File: src/rtl/spike_encoder_pkg.sv
// spike_encoder shared types and constants.
// State encoding, LFSR toggle mask and default seed.
package spike_encoder_pkg;

  typedef enum logic [1:0] {
    IDLE,
    GEN,
    HOLD,
    DONE
  } state_t;

  localparam logic [15:0] LFSR_MASK    = 16'hB400;
  localparam logic [15:0] DEFAULT_SEED = 16'hACE1;

endpackage

File: src/rtl/lfsr16.sv
// 16-bit right-shifting Galois LFSR, x^16+x^14+x^13+x^11+1.
// load has priority over en; reset restores SEED.
module lfsr16
  import spike_encoder_pkg::*;
#(
  parameter logic [15:0] SEED = DEFAULT_SEED
) (
  input  logic        clk,
  input  logic        rst,
  input  logic        en,
  input  logic        load,
  input  logic [15:0] seed,
  output logic [15:0] q
);

  // Shift register: reload on load, one Galois step on en.
  always_ff @(posedge clk or posedge rst) begin
    if (rst) begin
      q <= SEED;
    end else if (load) begin
      q <= seed;
    end else if (en) begin
      q <= {1'b0, q[15:1]} ^ (q[0] ? LFSR_MASK : 16'h0000);
    end
  end

endmodule

File: src/rtl/spike_encoder.sv
// Rate-coding spike encoder: per-channel intensity vs LFSR sample.
// Macro SPIKE_ENCODER_RESEED_EN reloads the LFSR seed on each start.
module spike_encoder
  import spike_encoder_pkg::*;
#(
  parameter int          S_WIDTH   = 8,
  parameter int          I_WIDTH   = 8,
  parameter int          T_STEPS   = 16,
  parameter logic [15:0] LFSR_SEED = DEFAULT_SEED,
  localparam int AW = (S_WIDTH > 1) ? $clog2(S_WIDTH) : 1,
  localparam int TW = (T_STEPS > 1) ? $clog2(T_STEPS) : 1
) (
  input  logic               clk,
  input  logic               rst,
  input  logic               start,
  input  logic               pix_we,
  input  logic [AW-1:0]      pix_addr,
  input  logic [I_WIDTH-1:0] pix_in,
  output logic [S_WIDTH-1:0] spike_vec,
  output logic               spike_valid,
  input  logic               spike_ready,
  output logic [TW-1:0]      step,
  output logic               busy,
  output logic               done
);

  state_t state, state_nx;

  logic [AW-1:0]      ch;
  logic [I_WIDTH-1:0] pix_buf [S_WIDTH];
  logic [15:0]        lfsr;
  logic [15:0]        sample;
  logic               last_ch;
  logic               last_step;
  logic               accept;
  logic               take;
  logic               fire;
  logic               reseed;

  assign last_ch   = (32'(ch) == S_WIDTH - 1);
  assign last_step = (32'(step) == T_STEPS - 1);
  assign accept    = (state == IDLE) && start;
  assign take      = (state == HOLD) && spike_ready;
  assign sample    = lfsr >> (16 - I_WIDTH);
  assign fire      = 16'(pix_buf[ch]) > sample;

`ifdef SPIKE_ENCODER_RESEED_EN
  assign reseed = accept;
`else
  assign reseed = 1'b0;
`endif

  lfsr16 #(
    .SEED (LFSR_SEED)
  ) u_lfsr (
    .clk  (clk),
    .rst  (rst),
    .en   (state == GEN),
    .load (reseed),
    .seed (LFSR_SEED),
    .q    (lfsr)
  );

  // State register.
  always_ff @(posedge clk or posedge rst) begin
    if (rst) begin
      state <= IDLE;
    end else begin
      state <= state_nx;
    end
  end

  // Next-state logic.
  always_comb begin
    state_nx = state;
    unique case (state)
      IDLE:    if (start) state_nx = GEN;
      GEN:     if (last_ch) state_nx = HOLD;
      HOLD:    if (spike_ready) state_nx = last_step ? DONE : GEN;
      DONE:    state_nx = IDLE;
      default: state_nx = IDLE;
    endcase
  end

  // Counters, spike vector and registered status outputs.
  always_ff @(posedge clk or posedge rst) begin
    if (rst) begin
      ch          <= '0;
      step        <= '0;
      spike_vec   <= '0;
      spike_valid <= 1'b0;
      busy        <= 1'b0;
      done        <= 1'b0;
    end else begin
      spike_valid <= (state_nx == HOLD);
      busy        <= (state_nx != IDLE);
      done        <= (state_nx == DONE);
      if (accept) begin
        ch        <= '0;
        step      <= '0;
        spike_vec <= '0;
      end else if (state == GEN) begin
        spike_vec[ch] <= fire;
        ch            <= ch + 1'b1;
      end else if (take && !last_step) begin
        step      <= step + 1'b1;
        ch        <= '0;
        spike_vec <= '0;
      end
    end
  end

  // Intensity buffer, writable only while idle.
  always_ff @(posedge clk or posedge rst) begin
    if (rst) begin
      for (int i = 0; i < S_WIDTH; i++) pix_buf[i] <= '0;
    end else if (state == IDLE && pix_we && 32'(pix_addr) < S_WIDTH) begin
      pix_buf[pix_addr] <= pix_in;
    end
  end

endmodule

File: config.mk
export PLATFORM = sky130hd
export DESIGN_NAME = spike_encoder
export DESIGN_NICKNAME = d
export VERILOG_FILES = /design/src/rtl/spike_encoder_pkg.sv /design/src/rtl/lfsr16.sv /design/src/rtl/spike_encoder.sv
export SDC_FILE = /design/constraint.sdc
export NUM_CORES = 1
export LEC_CHECK = 0
export ABC_CLOCK_PERIOD_IN_PS = 5400
export BUFFER_PORTS_ARGS = -buffer_cell sky130_fd_sc_hd__buf_2
export CORE_MARGIN = 3
export CORE_UTILIZATION = 60
export CTS_CLUSTER_DIAMETER = 80
export DETAILED_ROUTE_END_ITERATION = 8
export PLACE_DENSITY = 0.79
export SYNTH_ARGS = -nofsm -noshare
export SYNTH_HDL_FRONTEND = slang
export SYNTH_SLANG_ARGS = --single-unit
File: constraint.sdc
create_clock -name clk -period 5.4 [get_ports clk]
set_input_delay 0 -clock clk [delete_from_list [all_inputs] [get_ports clk]]
set_output_delay 0 -clock clk [all_outputs]
set_load 0.1 [all_outputs]
==> metrics.log <==
[metrics] status: finished, final reports clean
[metrics] HP Class: primary input to register
[metrics] share of async-settable or async-resettable flops after synthesis: 100.0%
[metrics] proportion of power drawn by combinational gates: 43.4%
[metrics] crit share post-route: 65.43%
[metrics] fraction of the yosys area taken by sequential cells: 52.36%
[metrics] I/O Pins: 31
[metrics] start of the worst register-to-register path: ch[0]$_DFFE_PP0P_
[metrics] upper clock frequency limit: 283.0 MHz
[metrics] Post-Syn Area: 4798 um2
[metrics] crit path capture type: register
[metrics] Diodes inserted: 0
[metrics] CTS sink count: 100
[metrics] most prevalent standard cell on the critical path: o21ai_0
[metrics] Skew-Pair Late Insertion Delay: 370 ps
[metrics] worst path required time: 5620 ps
[metrics] Post-DP HPWL: 5938 um
[metrics] First-pass DRT Iterations: 4
[metrics] share of the core filled with cells: 70.08%
[metrics] share of post-route cells with drive strength above 1: 35.24%
[metrics] Hold Crit Endpoint: state[1]$_DFF_PP0_
[metrics] post-CTS setup buffer count: 0
[metrics] Top Family by Delay on Critical Path: flip-flops
[metrics] Yosys Warn Count: 0
[metrics] Sw Pwr: 1.180 mW
[metrics] initial antenna violation count: 0
[metrics] Core Box Area: 7486 um2
[metrics] overall via count from detail_route: 2,941
[metrics] Final Hold Fails: 0
[metrics] reg-to-reg slack, setup: 1870 ps
[metrics] number of cells produced by synthesis: 364
[metrics] Rel. slew slack: 25.92%
[metrics] count of fill cells added during filler insertion: 527
[metrics] setup repair after global routing missed its margin: false
[metrics] launching element type of the critical path: register
[metrics] classification of the worst setup path: register to register
[metrics] hold_buf cts: 9
[metrics] number of buffers on the longest clock path: 2
[metrics] Most used DFF post-synth: dfrtp_1
[metrics] number of gates resized after CTS: 0
[metrics] number of standard-cell rows in the floorplan: 31
[metrics] final hold slack: 24.83 ps
[metrics] Starting DRT DRC Count: 126
[metrics] pre-CTS setup slack: 1914 ps
[metrics] Post-Syn Nets: 391
[metrics] # H-tree levels: 3
[metrics] Clk pwr share: 15.0%
[metrics] final setup violating endpoints: 0
[metrics] overall track demand over capacity in global routing: 21.94%
[metrics] RD Place Congestion: 0.7847
[metrics] number of register bits inferred by synthesis: 100
[metrics] clock slew at the register clock pins of the worst setup and hold paths: 90 ps
[metrics] Root Driver: clkbuf_8
[metrics] number of design rule violations left after detail routing: 0
[metrics] TritonCTS clock tree: done
[metrics] max-cap check violation count: 0
[metrics] Critical R2R Capture: spike_vec[1]$_DFFE_PP0P_
[metrics] cell breakdown of the critical path: mux4_1, mux2_2, ha_1, a21oi_1, o21ai_0, a2111oi_4, o21ai_0
[metrics] setup TNS: 0 ps
[metrics] Worst Path Buf+Inv: 0
[metrics] largest fanout on the critical path: 24
[metrics] maximum resistive drop on vdd: 0.2443 mV
[metrics] total wire length after detailed routing: 8963 um
[metrics] maximum clock skew at final layout: 10.34 ps
[metrics] min-delay src: spike_ready
[metrics] number of pins exceeding their max-slew limit in the final report: 0
[metrics] P per Cell Area: 563.1 nW/um2
[metrics] Min-Delay Path Depth: 4
[metrics] average wire length per cell after detail routing: 17.85 um
[metrics] Worst R2R Path Depth: 7
[metrics] leakage power of the design: 2.451 nW
[metrics] via density per instance: 5.859
[metrics] Pwr Total: 2.954 mW
[metrics] effective utilization at floorplan: 64.10%
[metrics] power share of the sequential group: 41.6%
[metrics] height of the die: 95.43 um
[metrics] slew of the pin with the lowest slew margin: 1111 ps
[metrics] buffers added on ports: 30
[metrics] die area: 9106 um2
[metrics] pin count of the biggest net entering global routing: 69
[metrics] overflow left after global routing: 0
[metrics] Layout Nets: 425
[metrics] Syn-to-layout area delta: 9.335%
[metrics] critical path data arrival time: 3760 ps
[metrics] max incr delay on CP: 1090 ps
[metrics] Die Width: 95.43 um
[metrics] Avg Synthesized Cell Area: 13.18 um2
[metrics] highest-delay cell along the critical path: dfrtp_1
[metrics] antenna-violating nets left: 0
[metrics] Switching Share: 39.93%
[metrics] final critical-path required period: 3533 ps
[metrics] clock buffers created by TritonCTS: 9
[metrics] final setup margin: 1867 ps
[metrics] number of global-route vias before repair: 2,988
[metrics] wire length of the first global-routing pass: 14,970 um
[metrics] library cells used by synthesis: 40
[metrics] number of synthesized flops with an enable pin: 0
[metrics] cell-internal power: 1.775 mW
[worst max path at each step]
stage	start	to	cells past startpoint
after floorplan	ch[0]$_DFFE_PP0P_	spike_vec[1]$_DFFE_PP0P_	9
after global placement	ch[0]$_DFFE_PP0P_	spike_vec[6]$_DFFE_PP0P_	7
after detailed placement	ch[0]$_DFFE_PP0P_	spike_vec[1]$_DFFE_PP0P_	7
after CTS	ch[0]$_DFFE_PP0P_	spike_vec[6]$_DFFE_PP0P_	7
after global routing	ch[0]$_DFFE_PP0P_	spike_vec[1]$_DFFE_PP0P_	7
final	ch[0]$_DFFE_PP0P_	spike_vec[1]$_DFFE_PP0P_	7
[sequential cells by signal, summed over array words and instances (netlist names)]
name	cells
spike_valid	1
step	4
state	2
spike_vec	8
ch	3
pix_buf	64
done	1
u_lfsr.q	16
busy	1
[cells in the mapped netlist (5+ instances only)]
cell	number	share of area, %
dfrtp_1	92	48
mux2_2	70	16
nand2_1	42	3.3
o21ai_0	17	1.8
nand3_1	16	1.7
mux4_1	12	6.6
ha_1	11	2.9
inv_1	9	0.70
nor2b_1	9	1.2
dfstp_2	8	4.4
nor2_1	7	0.55
nand2_2	6	0.78
nand3b_1	6	0.94
nand4_1	6	0.78
xor2_1	5	0.91
[per-layer routing]
metal  wire length, um  global-route usage (%)  vias to the layer above
met2              4606                   36.97                       44
met5                 0                       0                        -
met4                96                   5.924                        0
met3               284                   4.657                        9
li1                  -                       -                     1387
met1              3976                   29.04                     1501
[final cells by class]
class                   count  area [um2]  share of cell area (%)
inverters                   9       36.28                  0.6916
clock inverters             7       58.81                   1.121
multi-input cells         237        2136                   40.71
flip-flops and latches    100        2512                   47.89
well taps                  99       123.9                   2.361
repair buffers             41       255.2                   4.865
clock buffers               9       123.9                   2.361
[cells by family (layout without fill, tap and decap cells)]
group / Yosys count / in the layout / share of synthesized area [%]
AND/OR/NAND/NOR: 103 / 103 / 11.29
multiplexers: 90 / 90 / 25.74
adder cells (fa/ha/maj): 11 / 11 / 2.868
buffers and inverters: 27 / 66 / 3.129
XOR/XNOR: 5 / 5 / 0.9126
AO/OA/AOI/OAI: 28 / 28 / 3.703
flip-flops: 100 / 100 / 52.36
[worst register-to-register path: stages (launching register included)]
cell and delay [ps]:
dfrtp_1 1090, mux4_1 670, mux2_2 290, ha_1 310
a21oi_1 180, o21ai_0 170, a2111oi_4 510, o21ai_0 190
[layout by cell type, fill, tap and decap left out, types with 2 or more instances in the layout]
cell / count
xor2_1: 5
nand3_1: 16
buf_2: 30
nand2_1: 42
dlygate4sd3_1: 9
nor3_1: 2
nor2b_1: 9
clkbuf_8: 9
mux2i_1: 3
clkinv_4: 3
clkinv_2: 2
nand3b_1: 6
mux2_2: 70
and3_1: 2
nand2_2: 6
nand2b_1: 2
inv_8: 2
mux4_2: 4
o21ai_0: 17
a21oi_1: 2
nand4_1: 6
ha_1: 11
inv_1: 8
dfstp_2: 8
dfrtp_1: 92
o21ai_1: 2
nor2_1: 7
buf_4: 2
mux4_1: 12
[metrics by stage]
| step | area, um2 | std cells |
|---|---|---|
| after floorplan | 4798 | 364 |
| after global placement | 4974 | 477 |
| after detailed placement | 4974 | 477 |
| after CTS | 5246 | 502 |
| after global routing | 5246 | 502 |
| final | 5246 | 502 |
[power groups by stage]
stage	logic [mW]	registers [mW]	clock network (mW)
6_report	1.28	1.23	0.442
5_1_grt	1.41	1.27	0.485
4_1_cts	1.29	1.23	0.457
3_5_place_dp	1.28	1.24	0
3_3_place_gp	1.24	1.22	0
2_1_floorplan	0.963	1.32	0
No activity file was read; power rests on OpenSTA's default activity.
